--- src/rtl/mem_write_trace_pkg.sv ---
// Shared types for the RAM write tracer: record layout, emitter states, counter widths.
// Optional MEM_TRACE_TIMESTAMP_EN adds a 16-bit cycle stamp to each record.
package mem_trace_pkg;

    localparam int unsigned REC_ADDR_W = 15;
    localparam int unsigned REC_DATA_W = 16;
    localparam int unsigned STAMP_W    = 16;
    localparam int unsigned DROP_CNT_W = 8;

    typedef enum logic [1:0] {
        StIdle,
        StAddr,
        StData,
        StTime
    } beat_state_t;

    typedef struct packed {
        logic [REC_ADDR_W-1:0] addr;
        logic [REC_DATA_W-1:0] data;
`ifdef MEM_TRACE_TIMESTAMP_EN
        logic [STAMP_W-1:0]    stamp;
`endif
    } trace_rec_t;

endpackage

--- src/rtl/mem_write_trace_if.sv ---
// Valid/ready word stream carrying replayed write records to the consumer.
interface mem_write_trace_if #(
    parameter int unsigned DATA_W = mem_trace_pkg::REC_DATA_W
);
    logic              out_valid;
    logic              out_ready;
    logic              out_last;
    logic [DATA_W-1:0] out_data;

    modport master (
        output out_valid,
        output out_data,
        output out_last,
        input  out_ready
    );

    modport slave (
        input  out_valid,
        input  out_data,
        input  out_last,
        output out_ready
    );
endinterface

--- src/rtl/mem_trace_fifo.sv ---
// Synchronous record FIFO; a push while full is taken only when a pop frees a slot on the same edge.
// Exposes the head and the entry behind it so the emitter can chain records without a bubble.
module mem_trace_fifo
    import mem_trace_pkg::*;
#(
    parameter int unsigned DEPTH = 16
) (
    input  logic                   clk_i,
    input  logic                   rst_ni,
    input  logic                   push_i,
    input  trace_rec_t             wdata_i,
    input  logic                   pop_i,
    output trace_rec_t             head_o,
    output trace_rec_t             next_o,
    output logic                   full_o,
    output logic                   empty_o,
    output logic [$clog2(DEPTH):0] level_o
);
    localparam int unsigned PTR_W = $clog2(DEPTH);

    trace_rec_t       mem_q [DEPTH];
    logic [PTR_W-1:0] wr_ptr_q, wr_ptr_d;
    logic [PTR_W-1:0] rd_ptr_q, rd_ptr_d;
    logic [PTR_W:0]   level_q, level_d;
    logic             do_push, do_pop;

    assign full_o  = level_q[PTR_W];
    assign empty_o = (level_q == '0);
    assign do_pop  = pop_i && !empty_o;
    assign do_push = push_i && (!full_o || do_pop);

    always_comb begin
        wr_ptr_d = wr_ptr_q;
        rd_ptr_d = rd_ptr_q;
        level_d  = level_q;
        if (do_push) wr_ptr_d = wr_ptr_q + PTR_W'(1);
        if (do_pop)  rd_ptr_d = rd_ptr_q + PTR_W'(1);
        unique case ({do_push, do_pop})
            2'b10:   level_d = level_q + (PTR_W + 1)'(1);
            2'b01:   level_d = level_q - (PTR_W + 1)'(1);
            default: level_d = level_q;
        endcase
    end

    always_ff @(posedge clk_i) begin
        if (!rst_ni) begin
            wr_ptr_q <= '0;
            rd_ptr_q <= '0;
            level_q  <= '0;
        end else begin
            wr_ptr_q <= wr_ptr_d;
            rd_ptr_q <= rd_ptr_d;
            level_q  <= level_d;
        end
    end

    always_ff @(posedge clk_i) begin
        if (do_push) mem_q[wr_ptr_q] <= wdata_i;
    end

    assign head_o  = mem_q[rd_ptr_q];
    assign next_o  = mem_q[rd_ptr_q + PTR_W'(1)];
    assign level_o = level_q;

endmodule

--- src/rtl/mem_write_trace.sv ---
// Snoops CPU RAM writes and replays each as ADDR/DATA(/TIME) beats on a valid/ready stream.
// Define MEM_TRACE_TIMESTAMP_EN to append a cycle-stamp TIME beat to every record.
module mem_write_trace
    import mem_trace_pkg::*;
#(
    parameter int unsigned ADDR_W = REC_ADDR_W,
    parameter int unsigned DATA_W = REC_DATA_W,
    parameter int unsigned DEPTH  = 16
) (
    input  logic                   Clk,
    input  logic                   Reset,
    input  logic                   trace_en,
    input  logic                   we,
    input  logic [ADDR_W-1:0]      ram_address,
    input  logic [DATA_W-1:0]      cpu_out_m,
    mem_write_trace_if.master      out_if,
    output logic                   overflow,
    output logic [DROP_CNT_W-1:0]  drop_cnt,
    output logic [$clog2(DEPTH):0] level
);
    localparam int unsigned LVL_W = $clog2(DEPTH) + 1;

    beat_state_t           state_q, state_d;
    logic                  valid_q, valid_d;
    logic                  last_q, last_d;
    logic [DATA_W-1:0]     data_q, data_d;
    logic                  overflow_q, overflow_d;
    logic [DROP_CNT_W-1:0] drop_cnt_q, drop_cnt_d;

    trace_rec_t cap_rec, head_rec, next_rec, follow_rec;
    logic       capture, handshake, pop, drop, has_next, advance;
    logic       fifo_full, fifo_empty;
    logic [LVL_W-1:0] fifo_level;

`ifdef MEM_TRACE_TIMESTAMP_EN
    logic [STAMP_W-1:0] stamp_q, stamp_d;
    assign stamp_d = stamp_q + STAMP_W'(1);
`endif

    always_comb begin
        cap_rec      = '0;
        cap_rec.addr = REC_ADDR_W'(ram_address);
        cap_rec.data = REC_DATA_W'(cpu_out_m);
`ifdef MEM_TRACE_TIMESTAMP_EN
        cap_rec.stamp = stamp_q;
`endif
    end

    assign capture   = we && trace_en;
    assign handshake = valid_q && out_if.out_ready;
    assign pop       = handshake && last_q;
    assign drop      = capture && fifo_full && !pop;
    // Record after the one being popped: still queued, or the capture landing this edge.
    assign has_next   = (fifo_level > LVL_W'(1)) || capture;
    assign follow_rec = (fifo_level > LVL_W'(1)) ? next_rec : cap_rec;

    mem_trace_fifo #(
        .DEPTH (DEPTH)
    ) u_fifo (
        .clk_i   (Clk),
        .rst_ni  (Reset),
        .push_i  (capture),
        .wdata_i (cap_rec),
        .pop_i   (pop),
        .head_o  (head_rec),
        .next_o  (next_rec),
        .full_o  (fifo_full),
        .empty_o (fifo_empty),
        .level_o (fifo_level)
    );

    always_comb begin
        state_d = state_q;
        valid_d = valid_q;
        data_d  = data_q;
        last_d  = last_q;
        advance = 1'b0;
        unique case (state_q)
            StIdle: begin
                if (!fifo_empty) begin
                    state_d = StAddr;
                    valid_d = 1'b1;
                    data_d  = DATA_W'(head_rec.addr);
                    last_d  = 1'b0;
                end
            end
            StAddr: begin
                if (handshake) begin
                    state_d = StData;
                    data_d  = DATA_W'(head_rec.data);
`ifdef MEM_TRACE_TIMESTAMP_EN
                    last_d  = 1'b0;
`else
                    last_d  = 1'b1;
`endif
                end
            end
            StData: begin
                if (handshake) begin
`ifdef MEM_TRACE_TIMESTAMP_EN
                    state_d = StTime;
                    data_d  = DATA_W'(head_rec.stamp);
                    last_d  = 1'b1;
`else
                    advance = 1'b1;
`endif
                end
            end
            StTime: begin
                if (handshake) advance = 1'b1;
            end
            default: state_d = StIdle;
        endcase

        if (advance) begin
            if (has_next) begin
                state_d = StAddr;
                valid_d = 1'b1;
                data_d  = DATA_W'(follow_rec.addr);
                last_d  = 1'b0;
            end else begin
                state_d = StIdle;
                valid_d = 1'b0;
                data_d  = '0;
                last_d  = 1'b0;
            end
        end
    end

    assign overflow_d = overflow_q || drop;
    assign drop_cnt_d = (drop && (drop_cnt_q != '1)) ? drop_cnt_q + DROP_CNT_W'(1) : drop_cnt_q;

    always_ff @(posedge Clk) begin
        if (!Reset) begin
            state_q    <= StIdle;
            valid_q    <= 1'b0;
            data_q     <= '0;
            last_q     <= 1'b0;
            overflow_q <= 1'b0;
            drop_cnt_q <= '0;
`ifdef MEM_TRACE_TIMESTAMP_EN
            stamp_q    <= '0;
`endif
        end else begin
            state_q    <= state_d;
            valid_q    <= valid_d;
            data_q     <= data_d;
            last_q     <= last_d;
            overflow_q <= overflow_d;
            drop_cnt_q <= drop_cnt_d;
`ifdef MEM_TRACE_TIMESTAMP_EN
            stamp_q    <= stamp_d;
`endif
        end
    end

    assign out_if.out_valid = valid_q;
    assign out_if.out_data  = data_q;
    assign out_if.out_last  = last_q;
    assign overflow         = overflow_q;
    assign drop_cnt         = drop_cnt_q;
    assign level            = fifo_level;

endmodule

--- src/flat_wrapper.sv ---
// flat-port wrapper written by rule: the top's interface ports become plain ports
module mem_write_trace_flat import mem_trace_pkg::*;
#(
    parameter int unsigned ADDR_W = REC_ADDR_W,
    parameter int unsigned DATA_W = REC_DATA_W,
    parameter int unsigned DEPTH  = 16
)
  (Clk, Reset, trace_en, we, ram_address, cpu_out_m, overflow, drop_cnt, level, out_if_out_valid, out_if_out_data, out_if_out_last, out_if_out_ready);
  mem_write_trace_if #(.DATA_W(DATA_W)) out_if_i ();
  input  logic Clk;
  input  logic Reset;
  input  logic trace_en;
  input  logic we;
  input  logic [ADDR_W-1:0] ram_address;
  input  logic [DATA_W-1:0] cpu_out_m;
  output logic overflow;
  output logic [DROP_CNT_W-1:0] drop_cnt;
  output logic [$clog2(DEPTH):0] level;
  output wire logic [$bits(out_if_i.out_valid)-1:0] out_if_out_valid;
  output wire logic [$bits(out_if_i.out_data)-1:0] out_if_out_data;
  output wire logic [$bits(out_if_i.out_last)-1:0] out_if_out_last;
  input wire logic [$bits(out_if_i.out_ready)-1:0] out_if_out_ready;
  assign out_if_out_valid = out_if_i.out_valid;
  assign out_if_out_data = out_if_i.out_data;
  assign out_if_out_last = out_if_i.out_last;
  assign out_if_i.out_ready = out_if_out_ready;
  mem_write_trace #(.ADDR_W(ADDR_W), .DATA_W(DATA_W), .DEPTH(DEPTH)) u_core (.Clk(Clk), .Reset(Reset), .trace_en(trace_en), .we(we), .ram_address(ram_address), .cpu_out_m(cpu_out_m), .out_if(out_if_i), .overflow(overflow), .drop_cnt(drop_cnt), .level(level));
endmodule
--- config.mk ---
export PLATFORM = sky130hd
export DESIGN_NAME = mem_write_trace_flat
export DESIGN_NICKNAME = d
export VERILOG_FILES = /design/src/rtl/mem_write_trace_pkg.sv /design/src/rtl/mem_write_trace_if.sv /design/src/rtl/mem_trace_fifo.sv /design/src/rtl/mem_write_trace.sv /design/src/flat_wrapper.sv
export SDC_FILE = /design/constraint.sdc
export NUM_CORES = 1
export LEC_CHECK = 0
export BUFFER_PORTS_ARGS = -buffer_cell sky130_fd_sc_hd__buf_4
export CAP_MARGIN = 0
export CORE_UTILIZATION = 55
export CTS_CLUSTER_DIAMETER = 80
export DETAILED_ROUTE_END_ITERATION = 10
export GPL_TIMING_DRIVEN = 1
export PLACE_DENSITY = 0.72
export REMOVE_ABC_BUFFERS = 1
export SKIP_LAST_GASP = 1
export SLEW_MARGIN = 10
export SYNTH_ARGS = -nofsm -noshare
export SYNTH_HDL_FRONTEND = slang
export SYNTH_HIERARCHICAL = 1
export SYNTH_SLANG_ARGS = --single-unit
--- constraint.sdc ---
create_clock -name Clk -period 6.3 [get_ports Clk]
set_input_delay 0 -clock Clk [delete_from_list [all_inputs] [get_ports Clk]]
set_output_delay 0 -clock Clk [all_outputs]
set_load 0.005 [all_outputs]
* Word-level counts from Yosys, hierarchy flattened
Memory sizes are Yosys's and may differ from the RTL's. A register that Yosys moved wholly into a read port is not among the register bits.
Index checks and enable logic that the tools add are counted.
** Word-level totals
- Input bits :: 36
- Flip-flop bits (word level) :: 42
- Bits in writable memories :: 496
- Word-level logic and storage cells :: 78
- Output and inout port bits :: 32
- Memories kept :: 1
** Operators by class
- Bitwise operators :: 1
- Multiplexer cells :: 25
- Reduce and logical (&&, ||, !) cells :: 25
- Add/sub/neg operators :: 5
- Equality and inequality tests :: 11
- Order comparisons :: 1
** Memory list
- u_core.u_fifo.mem_q :: words 16, width 31, read ports 2, clocked after memory_dff 1, write ports 1, RTL line mem_trace_fifo.sv:21 : trace_rec_t mem_q [DEPTH];
** Operators with widths (number)
- 16-bit two-way mux :: 3
- 16-bit one-hot mux with 2 select lines :: 1
- 31-bit two-way mux :: 1
- 15-bit two-way mux :: 1
- 1-bit two-way mux :: 11
- 5-bit one-hot mux with 2 select lines :: 1
- 4-bit by 1-bit adder with 4-bit output (second input constant) :: 2
- 8-bit by 1-bit adder with 8-bit output (second input constant) :: 1
- 1-bit logical AND :: 8
- 4-bit two-way mux :: 2
- 8-bit inequality test (second input constant) :: 1
- 2-bit equality test (second input constant) :: 3
- 2-bit two-way mux :: 3
- 3-bit AND reduction :: 2
- 2-bit nonzero test :: 3
- 5-bit by 1-bit adder with 5-bit output (second input constant) :: 1
- 5-bit by 1-bit > comparator with 1-bit output (second input constant) :: 1
- 5-bit logical NOT :: 1
- 5-bit by 1-bit subtractor with 5-bit output (second input constant) :: 1
- 2-bit by 1-bit equality test with 1-bit output (second input constant) :: 2
- 2-bit by 1-bit inequality test with 1-bit output (second input constant) :: 2
- 2-bit one-hot mux with 2 select lines :: 1
- 2-bit OR reduction :: 2
- 1-bit logical NOT :: 3
- 9 further kinds :: 11

* Logic depth before layout (Yosys ltp)
- Depth in word-level cells :: 7
- Mapped depth :: 13
- Gate-level depth less buffers :: 12

* Modules after synthesis
Netlist, hierarchy kept.
** Modules (own cells, without submodules)
- mem_trace_fifo :: times used 1, sequential area each 15234.6 um2, cells each 1000, area an instance 23394.9 um2
- mem_write_trace :: times used 1, sequential area each 580.6 um2, cells each 184, area an instance 1541.5 um2

* Worst setup path after synthesis
OpenSTA, ideal clock, no wires.
- Path type :: register -> register
- Start :: register u_core.valid_q (netlist: u_core/out_if.out_valid)
- End :: memory u_core/u_fifo/mem_q[0][0] (netlist name), enable pin
- Path buffers :: 1
- Setup time :: 0.458 ns
- Period minus slack after synthesis :: 3.993 ns
- Stages on the path, launching flop included :: 8
- Slack :: 2.307 ns
- Arrival time :: 3.535 ns
- Required time :: 5.842 ns
- Path through :: dfxtp_1 > nand3_2 > inv_2 > clkbuf_1 > inv_1 > a21boi_1 > nand2_1 > nor3_1
** On the way
- Longest elaborated chain between the ends :: 7
** RTL lines
- start: declaration :: RTL line mem_write_trace.sv:24 : logic valid_q, valid_d;
- start signal: assignment :: RTL line mem_write_trace.sv:146 : valid_q <= valid_d;
- 1-bit logical AND :: RTL line mem_write_trace.sv:50 : assign handshake = valid_q && out_if.out_ready;
- 1-bit logical AND :: RTL line mem_write_trace.sv:51 : assign pop = handshake && last_q;
- via u_core.pop :: RTL line mem_write_trace.sv:31 : logic capture, handshake, pop, drop, has_next, advance;
- 1-bit logical AND :: RTL line mem_trace_fifo.sv:29 : assign do_pop = pop_i && !empty_o;
- 1-bit logical OR :: RTL line mem_trace_fifo.sv:30 : assign do_push = push_i && (!full_o || do_pop);
- 1-bit logical AND :: RTL line mem_trace_fifo.sv:30
- 1-bit two-way mux :: RTL line mem_trace_fifo.sv:58 : if (do_push) mem_q[wr_ptr_q] <= wdata_i;
- 1-bit two-way mux (implied by the code) :: RTL line mem_trace_fifo.sv:58
- end: declaration :: RTL line mem_trace_fifo.sv:21
The timed path passes the listed nets, and every way through them passes these cells.

* Final worst setup path
- Start :: input we
- End :: memory u_core/u_fifo/mem_q[3][11] (netlist name), enable pin
** On the way
- Longest elaborated chain between the ends :: 4
** RTL lines
- start: declaration :: RTL line flat_wrapper.sv:13 : input logic we;
- 1-bit logical AND :: RTL line mem_write_trace.sv:49 : assign capture = we && trace_en;
- via u_core.capture :: RTL line mem_write_trace.sv:31
- 1-bit logical AND :: RTL line mem_trace_fifo.sv:30
- 1-bit two-way mux :: RTL line mem_trace_fifo.sv:58
- 1-bit two-way mux (implied by the code) :: RTL line mem_trace_fifo.sv:58
The timed path passes the listed nets, and every way through them passes these cells.

==> run metrics <==
quantity of I/O buffers inserted on ports=67; fmax=0.2975 GHz; final instance count without filler cells=1784; drt pass-1 iters=11; critical setup path kind=in2reg; number of fillers in the final layout=2716; clock tree skew after final layout=0.01938 ns; number of I/O pins=68; number of cells on the worst reg-to-reg path=7; Clk pin slew, worst setup/hold paths=0.06 ns; worst slew margin relative to its limit=17.85%; total number of H-tree levels=2; FF-to-FF Start=u_core/u_fifo/rd_ptr_q[1]; Site Rows=74; average routed wire per standard cell=30.46 um; area overhead of the layout relative to synthesis=14.55%; clock latency of the later-clocked register in the worst-skew pair=0.61 ns; endpoint of the lowest-slack register-to-register path=u_core/out_if.out_data[10]; Die Area=42770 um^2; type of the tightest min-delay check=in2reg; detailed placement HPWL=27740 um; CTS tree=yes; Die Width=206.8 um; placed instance area=24160 um^2; final cell area excluding filler cells=26430 um^2; CP endpoint kind=flip-flop; max-capacitance violation count=0; cell leakage power=8.188 nW; Hold Path Cell Cnt=2; clk root buf=clkbuf_16; CTS buffer count=54; final WL=54340 um; shortest period the worst path allows=3.362 ns; worst ir drop on vdd=0.0001974 V; diodes inserted=0; floorplan core area=41110 um^2; Reg2Reg Setup Slack=3.01 ns; per-instance average area after synthesis=21.09 um^2; count of pins over their slew limit=0; maximum number of pins on one net before global-route repair=98; nets=1252; Synth Cell Area=23070 um^2; placed cell count=1647; Tightest Pin Transition=1.232 ns; P per Cell Area=288.4 nW/um^2; overflow left after global routing=0; crit start category=primary input; Hold Crit Start=cpu_out_m[0]; end of the worst hold path=u_core/u_fifo/mem_q[8][0]; antenna violations before repair=0; unrepaired setup endpoints after global routing=no; drt initial violations=1450; starting utilization of the core area=56.12%; first-pass GRT wire length=79720 um; highest net fanout along the worst path=24; clock sink count=542; post-route ant nets=0; maximum buffer depth of the clock tree=3; run status=finished, violations left; Finished Core Util=64.28%; Total Neg Setup Slack=0 ns; Yosys warnings=6; number of instances in the synthesized netlist=1094; Setup-failing EPs final=0; total routing usage reported by global routing=26.63%; share of layout cells above drive strength 1=36.50%; via density per instance=6.734; final weighted congestion of routability-driven global placement=0.7632; violations in the final reports=design-rule violations; Required @ worst endpoint=6.54 ns; DR DRC count=1; hold violation count in the final report=0; Vert. Die Dim=206.8 um; vias after detailed routing=12010; number of global-route vias before repair=12200; data arrival time of the worst path=3.60 ns; share of the clock period used by the worst path=53.36%
-- worst max-delay path, cell delays in order --
cell	delay [ns]
dlygate4sd3_1	0.53
buf_4	0.11
nand2_1	0.08
dlygate4sd3_1	0.58
inv_1	0.23
o211ai_1	0.43
nor3_2	1.01
buf_4	0.60
-- cell usage in the layout (no fill, tap or decap), drive strengths merged, types with 7 or more instances in the layout --
| cell type | instances |
|---|---|
| edfxtp | 496 |
| mux4 | 230 |
| buf | 98 |
| clkbuf | 79 |
| dfxtp | 46 |
| dlygate4sd3 | 36 |
| nand2 | 33 |
| a21oi | 23 |
| nor2 | 21 |
| o21ai | 19 |
| a221oi | 15 |
| mux2 | 15 |
| clkinv | 15 |
| inv | 12 |
| and2 | 10 |
| xnor2 | 10 |
| ha | 9 |
| nor3 | 9 |
| bufinv | 8 |
| nand3 | 7 |
-- report_power, final --
group,leakage (nW),switching [mW],internal [mW],total [mW]
Clock,0.930,1.34,2.06,3.40
Sequential,4.85,0.0229,3.95,3.98
Combinational,2.41,0.147,0.0990,0.246
-- stage by stage --
stage / hold slack (ns) / total power, mW / setup slack (ns)
floorplan: 0.09887 / 4.132 / -0.3487
global placement: 0.2911 / 4.270 / 2.959
detailed placement: 0.3093 / 4.279 / 2.957
CTS: 0.1965 / 7.660 / 2.934
global route: 0.2323 / 7.816 / 2.800
finish: 0.2170 / 7.620 / 2.938
-- worst max path at each step --
stage / startpoint / end / slack (ns)
global route: u_core/u_fifo/rd_ptr_q[1] / u_core/out_if.out_data[5] / 2.80
global placement: u_core/u_fifo/rd_ptr_q[1] / u_core/out_if.out_data[5] / 2.96
CTS: u_core/u_fifo/rd_ptr_q[1] / u_core/out_if.out_data[10] / 2.93
floorplan: flip-flop / u_core/out_if.out_data[0] / -0.35
finish: we / u_core/u_fifo/mem_q[3][11] / 2.94
detailed placement: u_core/u_fifo/rd_ptr_q[1] / u_core/out_if.out_data[3] / 2.96
-- state kept, by name (all words and copies together) (netlist names), named ones only --
name	cells
u_core/u_fifo/level_o	5
u_core/out_if.out_valid	1
u_core/drop_cnt	8
u_core/overflow	1
u_core/u_fifo/rd_ptr_q	4
u_core/u_fifo/mem_q	496
u_core/u_fifo/wr_ptr_q	4
u_core/out_if.out_last	1
u_core/out_if.out_data	16
u_core/state_q	2
-- layer usage --
metal / GRT usage [%] / vias to the layer above / wire [um]
li1: - / 4886 / -
met1: 36.91 / 6381 / 20900
met2: 42.52 / 644 / 26700
met3: 6.264 / 102 / 5219
met4: 8.264 / 0 / 1522
met5: 0 / - / 0
-- cell type report --
type                       instances  area, um^2  area share (%)
multi-input combinational        462        6873           26.01
clock inverter                    22       327.8           1.240
sequential                       542       15830           59.89
tap                              532       665.6           2.519
timing repair buffer             134        1109           4.195
clock buffer                      79        1577           5.966
inverter                          13       48.80          0.1847
-- timing repair --
item | in CTS | in global routing
setup buffers | 0 | 0
hold buffers | 36 | 0
endpoints found under the hold margin | 538 | 0
gates resized for setup | 0 | 0
No activity file was read; power rests on OpenSTA's default activity.
